===== config.mk =====
export PLATFORM = sky130hd
export DESIGN_NAME = seg7_scan_ctrl
export DESIGN_NICKNAME = d
export VERILOG_FILES = /design/src/rtl/seg7_pkg.sv /design/src/rtl/seg7_slot_timer.sv /design/src/rtl/seg7_scan_ctrl.sv
export SDC_FILE = /design/constraint.sdc
export NUM_CORES = 1
export LEC_CHECK = 0
export BUFFER_PORTS_ARGS = -buffer_cell sky130_fd_sc_hd__buf_2
export CORE_MARGIN = 1.5
export CORE_UTILIZATION = 61
export CTS_CLUSTER_DIAMETER = 150
export DETAILED_ROUTE_END_ITERATION = 8
export GPL_TIMING_DRIVEN = 0
export PLACE_DENSITY = 0.93
export SLEW_MARGIN = 20
export SYNTH_ARGS = -nofsm -noshare
export SYNTH_HDL_FRONTEND = slang
export SYNTH_SLANG_ARGS = --single-unit

===== constraint.sdc =====
create_clock -name clk -period 3.1 [get_ports clk]
set_input_delay 0.155 -clock clk [delete_from_list [all_inputs] [get_ports clk]]
set_output_delay 0.155 -clock clk [all_outputs]
set_load 0.02 [all_outputs]

===== src/rtl/seg7_pkg.sv =====
`default_nettype none
// ============================================================================
// Module      : seg7_pkg
// Description : Shared scan-controller types: slot states, anode polarity,
//               counter width helper.
// Revision    : 1.0 - initial release
// ============================================================================
package seg7_pkg;

    typedef enum logic [0:0] {
        ST_BLANK = 1'b0,
        ST_SHOW  = 1'b1
    } seg7_state_e;

    localparam logic AN_OFF = 1'b1;
    localparam logic AN_ON  = 1'b0;

    // Bits needed to count 0..cycles-1, never less than one.
    function automatic int seg7_cnt_width(input int cycles);
        return (cycles > 1) ? $clog2(cycles) : 1;
    endfunction

endpackage
`default_nettype wire


===== src/rtl/seg7_slot_timer.sv =====
`default_nettype none
// ============================================================================
// Module      : seg7_slot_timer
// Description : Slot counter with BLANK/SHOW sequencing and digit index;
//               frame_wrap marks the last cycle of the last digit slot.
// Revision    : 1.0 - initial release
// ============================================================================
module seg7_slot_timer
    import seg7_pkg::*;
#(
    parameter int NUM_DIGITS = 4,
    parameter int SLOT_CYC   = 50000,
    parameter int BLANK_CYC  = 64,
    parameter int IDX_W      = seg7_cnt_width(NUM_DIGITS)
) (
    input  logic              clk,
    input  logic              rst,
    output seg7_state_e       o_state,
    output logic [IDX_W-1:0]  o_idx,
    output logic              o_frame_wrap
);

    localparam int                c_cnt_w      = seg7_cnt_width(SLOT_CYC);
    localparam logic [c_cnt_w-1:0] c_slot_last  = c_cnt_w'(SLOT_CYC - 1);
    localparam logic [c_cnt_w-1:0] c_blank_last = c_cnt_w'((BLANK_CYC > 0) ? BLANK_CYC - 1 : 0);
    localparam logic [IDX_W-1:0]   c_idx_last   = IDX_W'(NUM_DIGITS - 1);
    // Without blanking every slot starts directly in SHOW.
    localparam seg7_state_e        c_slot_first = (BLANK_CYC > 0) ? ST_BLANK : ST_SHOW;

    seg7_state_e          r_state;
    seg7_state_e          w_state_nxt;
    logic [c_cnt_w-1:0]   r_cnt;
    logic [c_cnt_w-1:0]   w_cnt_nxt;
    logic [IDX_W-1:0]     r_idx;
    logic [IDX_W-1:0]     w_idx_nxt;
    logic                 w_slot_end;

    assign w_slot_end = (r_cnt == c_slot_last);

    always_ff @(posedge clk) begin
        if (rst) begin
            r_state <= c_slot_first;
            r_cnt   <= '0;
            r_idx   <= '0;
        end else begin
            r_state <= w_state_nxt;
            r_cnt   <= w_cnt_nxt;
            r_idx   <= w_idx_nxt;
        end
    end

    always_comb begin
        w_state_nxt = r_state;
        w_cnt_nxt   = w_slot_end ? '0 : r_cnt + 1'b1;
        w_idx_nxt   = r_idx;
        if (w_slot_end) begin
            w_idx_nxt = (r_idx == c_idx_last) ? '0 : r_idx + 1'b1;
        end
        case (r_state)
            ST_BLANK: if (r_cnt == c_blank_last) w_state_nxt = ST_SHOW;
            ST_SHOW:  if (w_slot_end)            w_state_nxt = c_slot_first;
            default:                             w_state_nxt = c_slot_first;
        endcase
    end

    assign o_state      = r_state;
    assign o_idx        = r_idx;
    assign o_frame_wrap = w_slot_end && (r_idx == c_idx_last);

endmodule
`default_nettype wire


===== src/rtl/seg7_scan_ctrl.sv =====
`default_nettype none
// ============================================================================
// Module      : seg7_scan_ctrl
// Description : Multiplexed 7-segment scan controller with double-buffered
//               frames; SEG7_LZB_EN adds leading-zero blanking.
// Revision    : 1.0 - initial release
// ============================================================================
module seg7_scan_ctrl
    import seg7_pkg::*;
#(
    parameter int NUM_DIGITS = 4,
    parameter int SLOT_CYC   = 50000,
    parameter int BLANK_CYC  = 64
) (
    input  logic                    clk,
    input  logic                    rst,
    input  logic                    wr_valid,
    output logic                    wr_ready,
    input  logic [4*NUM_DIGITS-1:0] wr_data,
    input  logic [NUM_DIGITS-1:0]   wr_dp,
    input  logic                    disp_en,
    output logic [3:0]              dig_val,
    output logic                    dig_dp,
    output logic                    dig_en,
    output logic [NUM_DIGITS-1:0]   an_n,
    output logic                    frame_start
);

    localparam int c_idx_w = seg7_cnt_width(NUM_DIGITS);

    seg7_state_e                  w_state;
    logic [c_idx_w-1:0]           w_idx;
    logic                         w_frame_wrap;

    logic [NUM_DIGITS-1:0][3:0]   r_shadow_val;
    logic [NUM_DIGITS-1:0][3:0]   r_active_val;
    logic [NUM_DIGITS-1:0]        r_shadow_dp;
    logic [NUM_DIGITS-1:0]        r_active_dp;
    logic                         r_wr_ready;
    logic                         r_new_frame;
    logic                         w_wr_fire;
    logic                         w_commit;
    logic                         w_hide;
    logic                         w_show;
    logic [NUM_DIGITS-1:0]        w_an_nxt;

    seg7_slot_timer #(
        .NUM_DIGITS (NUM_DIGITS),
        .SLOT_CYC   (SLOT_CYC),
        .BLANK_CYC  (BLANK_CYC),
        .IDX_W      (c_idx_w)
    ) u_timer (
        .clk          (clk),
        .rst          (rst),
        .o_state      (w_state),
        .o_idx        (w_idx),
        .o_frame_wrap (w_frame_wrap)
    );

    // wr_ready doubles as the inverted pending flag, so fire and commit are exclusive.
    assign w_wr_fire = wr_valid && r_wr_ready;
    assign w_commit  = w_frame_wrap && !r_wr_ready;
    assign wr_ready  = r_wr_ready;

    always_ff @(posedge clk) begin
        if (rst) begin
            r_shadow_val <= '0;
            r_shadow_dp  <= '0;
            r_active_val <= '0;
            r_active_dp  <= '0;
            r_wr_ready   <= 1'b1;
        end else if (w_wr_fire) begin
            r_shadow_val <= wr_data;
            r_shadow_dp  <= wr_dp;
            r_wr_ready   <= 1'b0;
        end else if (w_commit) begin
            r_active_val <= r_shadow_val;
            r_active_dp  <= r_shadow_dp;
            r_wr_ready   <= 1'b1;
        end
    end

`ifdef SEG7_LZB_EN
    logic [NUM_DIGITS-1:0] r_lzb_mask;
    logic [NUM_DIGITS-1:0] w_lzb_nxt;
    logic                  w_lzb_run;

    // A digit is hidden when it and everything above it is a blank zero.
    always_comb begin
        w_lzb_nxt = '0;
        w_lzb_run = 1'b1;
        for (int i = NUM_DIGITS - 1; i > 0; i--) begin
            w_lzb_run    = w_lzb_run && (r_shadow_val[i] == 4'h0) && !r_shadow_dp[i];
            w_lzb_nxt[i] = w_lzb_run;
        end
    end

    always_ff @(posedge clk) begin
        if (rst) begin
            r_lzb_mask <= {{(NUM_DIGITS-1){1'b1}}, 1'b0};
        end else if (w_commit) begin
            r_lzb_mask <= w_lzb_nxt;
        end
    end

    assign w_hide = r_lzb_mask[w_idx];
`else
    assign w_hide = 1'b0;
`endif

    assign w_show = (w_state == ST_SHOW) && disp_en && !w_hide;

    always_comb begin
        w_an_nxt = {NUM_DIGITS{AN_OFF}};
        if (w_show) begin
            w_an_nxt[w_idx] = AN_ON;
        end
    end

    // r_new_frame is high during the first timer cycle of digit 0, including after reset.
    always_ff @(posedge clk) begin
        if (rst) begin
            an_n        <= {NUM_DIGITS{AN_OFF}};
            dig_en      <= 1'b0;
            dig_val     <= 4'h0;
            dig_dp      <= 1'b0;
            frame_start <= 1'b0;
            r_new_frame <= 1'b1;
        end else begin
            an_n        <= w_an_nxt;
            dig_en      <= w_show;
            dig_val     <= r_active_val[w_idx];
            dig_dp      <= r_active_dp[w_idx];
            frame_start <= r_new_frame;
            r_new_frame <= w_frame_wrap;
        end
    end

endmodule
`default_nettype wire


==> reports/qor.csv <==
stage,metric,value,unit
status,status,"finished, final reports clean",
worst_setup_path,end_kind,flop,
placement,portBuffers,34,
power_and_ir_drop,p_comb_share,4.6,%
clock_tree,cts_made_buffers,9,
drt,drc,0,
worst_setup_path,required,3.33,ns
placement,place_congestion,0.900,
logic_synthesis,avgSynthCellArea,8.76,um^2
worst_setup_path,r2r_end,u_timer.r_cnt[8],
final_layout,drive_gt1_share,15.1,%
clock_tree,cts_buffer_depth,2,
drt,drt_iter0_markers,229,
worst_setup_path,regToRegSetupSlack,0.80,ns
logic_synthesis,yosysUniqueCellTypes,26,
clock_tree,cts_tree,done,
worst_hold_path,holdCritStartpoint,wr_data[15],
worst_setup_path,worstPathCellList,or4_4 -> nor4_1 -> a21o_1 -> buf_2 -> nor2_1,
clock_tree,cts_resized,0,
sta,layout_min_cycle_time,2.30,ns
worst_setup_path,critPathBufInv,1,
sta,clock_skew,0.00648,ns
power_and_ir_drop,vdd_drop_max,0.290,mV
final_layout,diodes,0,
worst_hold_path,hold_path_depth,3,
sta,slew_headroom,47.7,%
final_layout,nets,398,
drt,dr.pass1.iters,5,
floorplan,rows,24,
logic_synthesis,yosysWarnings,0,
worst_setup_path,r2r_start,u_timer.r_cnt[11],
sta,fmax,435,MHz
logic_synthesis,synth_area,2840,um^2
floorplan,initial_core_util,64.3,%
global_route,grt_max_degree,11,
floorplan,ios,36,
worst_setup_path,cp_max_fo,10,
clock_tree,postCtsHoldBufs,0,
clock_tree,cts_root_buf,clkbuf_8,
worst_hold_path,hold_class,input port to flop,
logic_synthesis,syn-num-nets,353,
logic_synthesis,yosysSeqAreaShare,50.8,%
clock_tree,htree_levels,3,
floorplan,die_x,71.2,um
drt,wl_per_cell,14.1,um
sta,finalHoldViolCount,0,
clock_tree,path_clk_slew,0.07,ns
power_and_ir_drop,clock_power_share,37.1,%
logic_synthesis,ys_ff_latch,72,
worst_setup_path,worstSetupStartpointType,flop,
worst_setup_path,slowest_stage,nor4_1,
logic_synthesis,async_reset_ff_share,0,%
drt,postRouteAntennaNets,0,
sta,fin_tns_setup,0,ns
drt,wl,5980,um
global_route,overflow,0,
worst_setup_path,crit_type,flop to flop,
global_route,antenna_found_initial,0,
power_and_ir_drop,internal-power,1.28,mW
sta,setup_viol,0,
sta,worstMarginPinSlew,0.777,ns
floorplan,core,4410,um^2
clock_tree,clock_sinks,72,
job,maxCapViolCount,0,
clock_tree,postCtsSetupBuffers,0,
worst_hold_path,min_to,r_shadow_val[15],
clock_tree,clock_latency,0.34,ns
worst_setup_path,cp_top_family,simple AND/OR/NAND/NOR gates,
logic_synthesis,syn_inst,324,
power_and_ir_drop,switching_power,365,uW
final_layout,synthToLayoutAreaGrowth,13.7,%
power_and_ir_drop,design_power_total,1.64,mW
power_and_ir_drop,power_density,509,nW/um^2
floorplan,die_h,71.2,um
logic_synthesis,synth_edf_count,0,
worst_setup_path,crit_arrival,2.52,ns
drt,via_per_inst,5.90,
placement,dpl.hpwl,4160,um
worst_setup_path,r2r_cells,5,
logic_synthesis,synth_flop_cell,dfxtp_1,
sta,fin_hold_ws,0.0431,ns
final_layout,final_util,73.1,%
power_and_ir_drop,power_leakage,1.16,nW
worst_setup_path,cpPeakStageDelay,0.61,ns
power_and_ir_drop,seqPwrFrac,58.3,%
sta,fin_crit_sh,74.1,%
floorplan,die_area,5070,um^2
global_route,grt_usage,26.0,%
sta,rsz0062_at_grt,no,
sta,drv_slew,0,
global_route,grt_pass1_wl,10400,um
power_and_ir_drop,swShare,22.2,%
global_route,grt_pass1_vias,2308,
drt,vias,2503,
-- cell families (layout without fill, tap and decap cells) --
logic type / count (synthesis) / in the layout / share of synthesized area [%]
compound gates: 69 / 69 / 12.4
xor+xnor: 14 / 14 / 4.32
fa+ha+maj: 5 / 5 / 2.20
buf+inv: 31 / 79 / 4.28
flops: 72 / 72 / 50.8
mux: 5 / 5 / 3.97
simple gates: 128 / 128 / 22.0
-- area by class of cell --
cell class,count,area (um^2)
flip-flops and latches,72,1440
multi-input cells,221,1270
fillers,327,1190
repair buffers,34,170
clock buffers,13,149
plain buffers,24,95.1
well taps,52,65.1
inverters,7,26.3
clock inverters,1,5.00
-- metal layers --
layer | up-vias | track usage [%] | share of wire (%)
li1 | 1215 | - | -
met1 | 1170 | 34.1 | 43
met2 | 102 | 40.1 | 49
met3 | 16 | 4.70 | 6.0
met4 | 0 | 15.7 | 2.6
met5 | - | 0 | 0
-- per-stage QoR --
stage               area, um^2  std cells  setup WS [ns]
global placement          3070        410          0.847
finish                    3230        424          0.804
CTS                       3230        424          0.818
global route              3230        424          0.633
floorplan                 2840        324           1.14
detailed placement        3070        410          0.840
-- sequential cells by signal, summed over array words and instances, names as in the netlist, 2 cells and up --
| signal | count |
|---|---|
| u_timer.r_cnt | 16 |
| u_timer.o_idx | 2 |
| r_active_dp | 4 |
| r_shadow_dp | 4 |
| r_active_val | 16 |
| r_shadow_val | 16 |
| dig_val | 4 |
| an_n | 4 |
-- cells in the final DEF, fill, tap and decap left out, types with 3 or more instances in the layout --
| cell | n |
|---|---|
| dfxtp_1 | 72 |
| nand2_1 | 48 |
| a21oi_1 | 43 |
| buf_2 | 38 |
| nand4_1 | 25 |
| o21ai_0 | 24 |
| clkbuf_1 | 23 |
| nor2_1 | 20 |
| xnor2_1 | 11 |
| clkbuf_8 | 10 |
| nand3_1 | 8 |
| inv_1 | 7 |
| nor2b_1 | 7 |
| nor4_1 | 5 |
| mux4_2 | 5 |
| nor3_1 | 5 |
| ha_1 | 5 |
| and3_1 | 3 |
| xor2_1 | 3 |
-- power groups by stage --
| stage | registers, mW | logic [mW] | clock network (mW) |
|---|---|---|---|
| 2_1_floorplan | 0.977 | 0.0452 | 0 |
| 3_5_place_dp | 0.978 | 0.0764 | 0 |
| 5_1_grt | 0.959 | 0.0859 | 0.659 |
| 3_3_place_gp | 0.977 | 0.0732 | 0 |
| 4_1_cts | 0.957 | 0.0767 | 0.616 |
| 6_report | 0.957 | 0.0757 | 0.610 |
-- tightest hold or removal path, delay by kind of cell --
family | cells | cell delay, ns
AO/OA/AOI/OAI | 1 | 0.05
AND/OR/NAND/NOR | 1 | 0.04
buffers and inverters | 1 | 0.09
-- synth_stat cells, types with 7 or more instances --
master,n,area share (%)
a21oi_1,43,7.6
clkbuf_1,20,2.6
dfxtp_1,72,51
inv_1,7,0.93
nand2_1,48,6.3
nand3_1,8,1.4
nand4_1,25,5.5
nor2_1,20,2.6
nor2b_1,7,1.5
o21ai_0,24,4.2
xnor2_1,11,3.4
-- how the worst max path moves through the flow --
stage	slack [ns]	from	cells past startpoint	end
3_5_place_dp	0.84	u_timer.r_cnt[11]	5	u_timer.r_cnt[8]
5_1_grt	0.63	u_timer.r_cnt[11]	5	u_timer.r_cnt[13]
3_3_place_gp	0.85	u_timer.r_cnt[11]	5	u_timer.r_cnt[13]
6_report	0.80	u_timer.r_cnt[11]	5	u_timer.r_cnt[8]
2_1_floorplan	1.14	u_timer.r_cnt[11]	5	u_timer.o_idx[0]
4_1_cts	0.82	u_timer.r_cnt[11]	5	u_timer.r_cnt[8]
No activity file was read; power rests on OpenSTA's default activity.
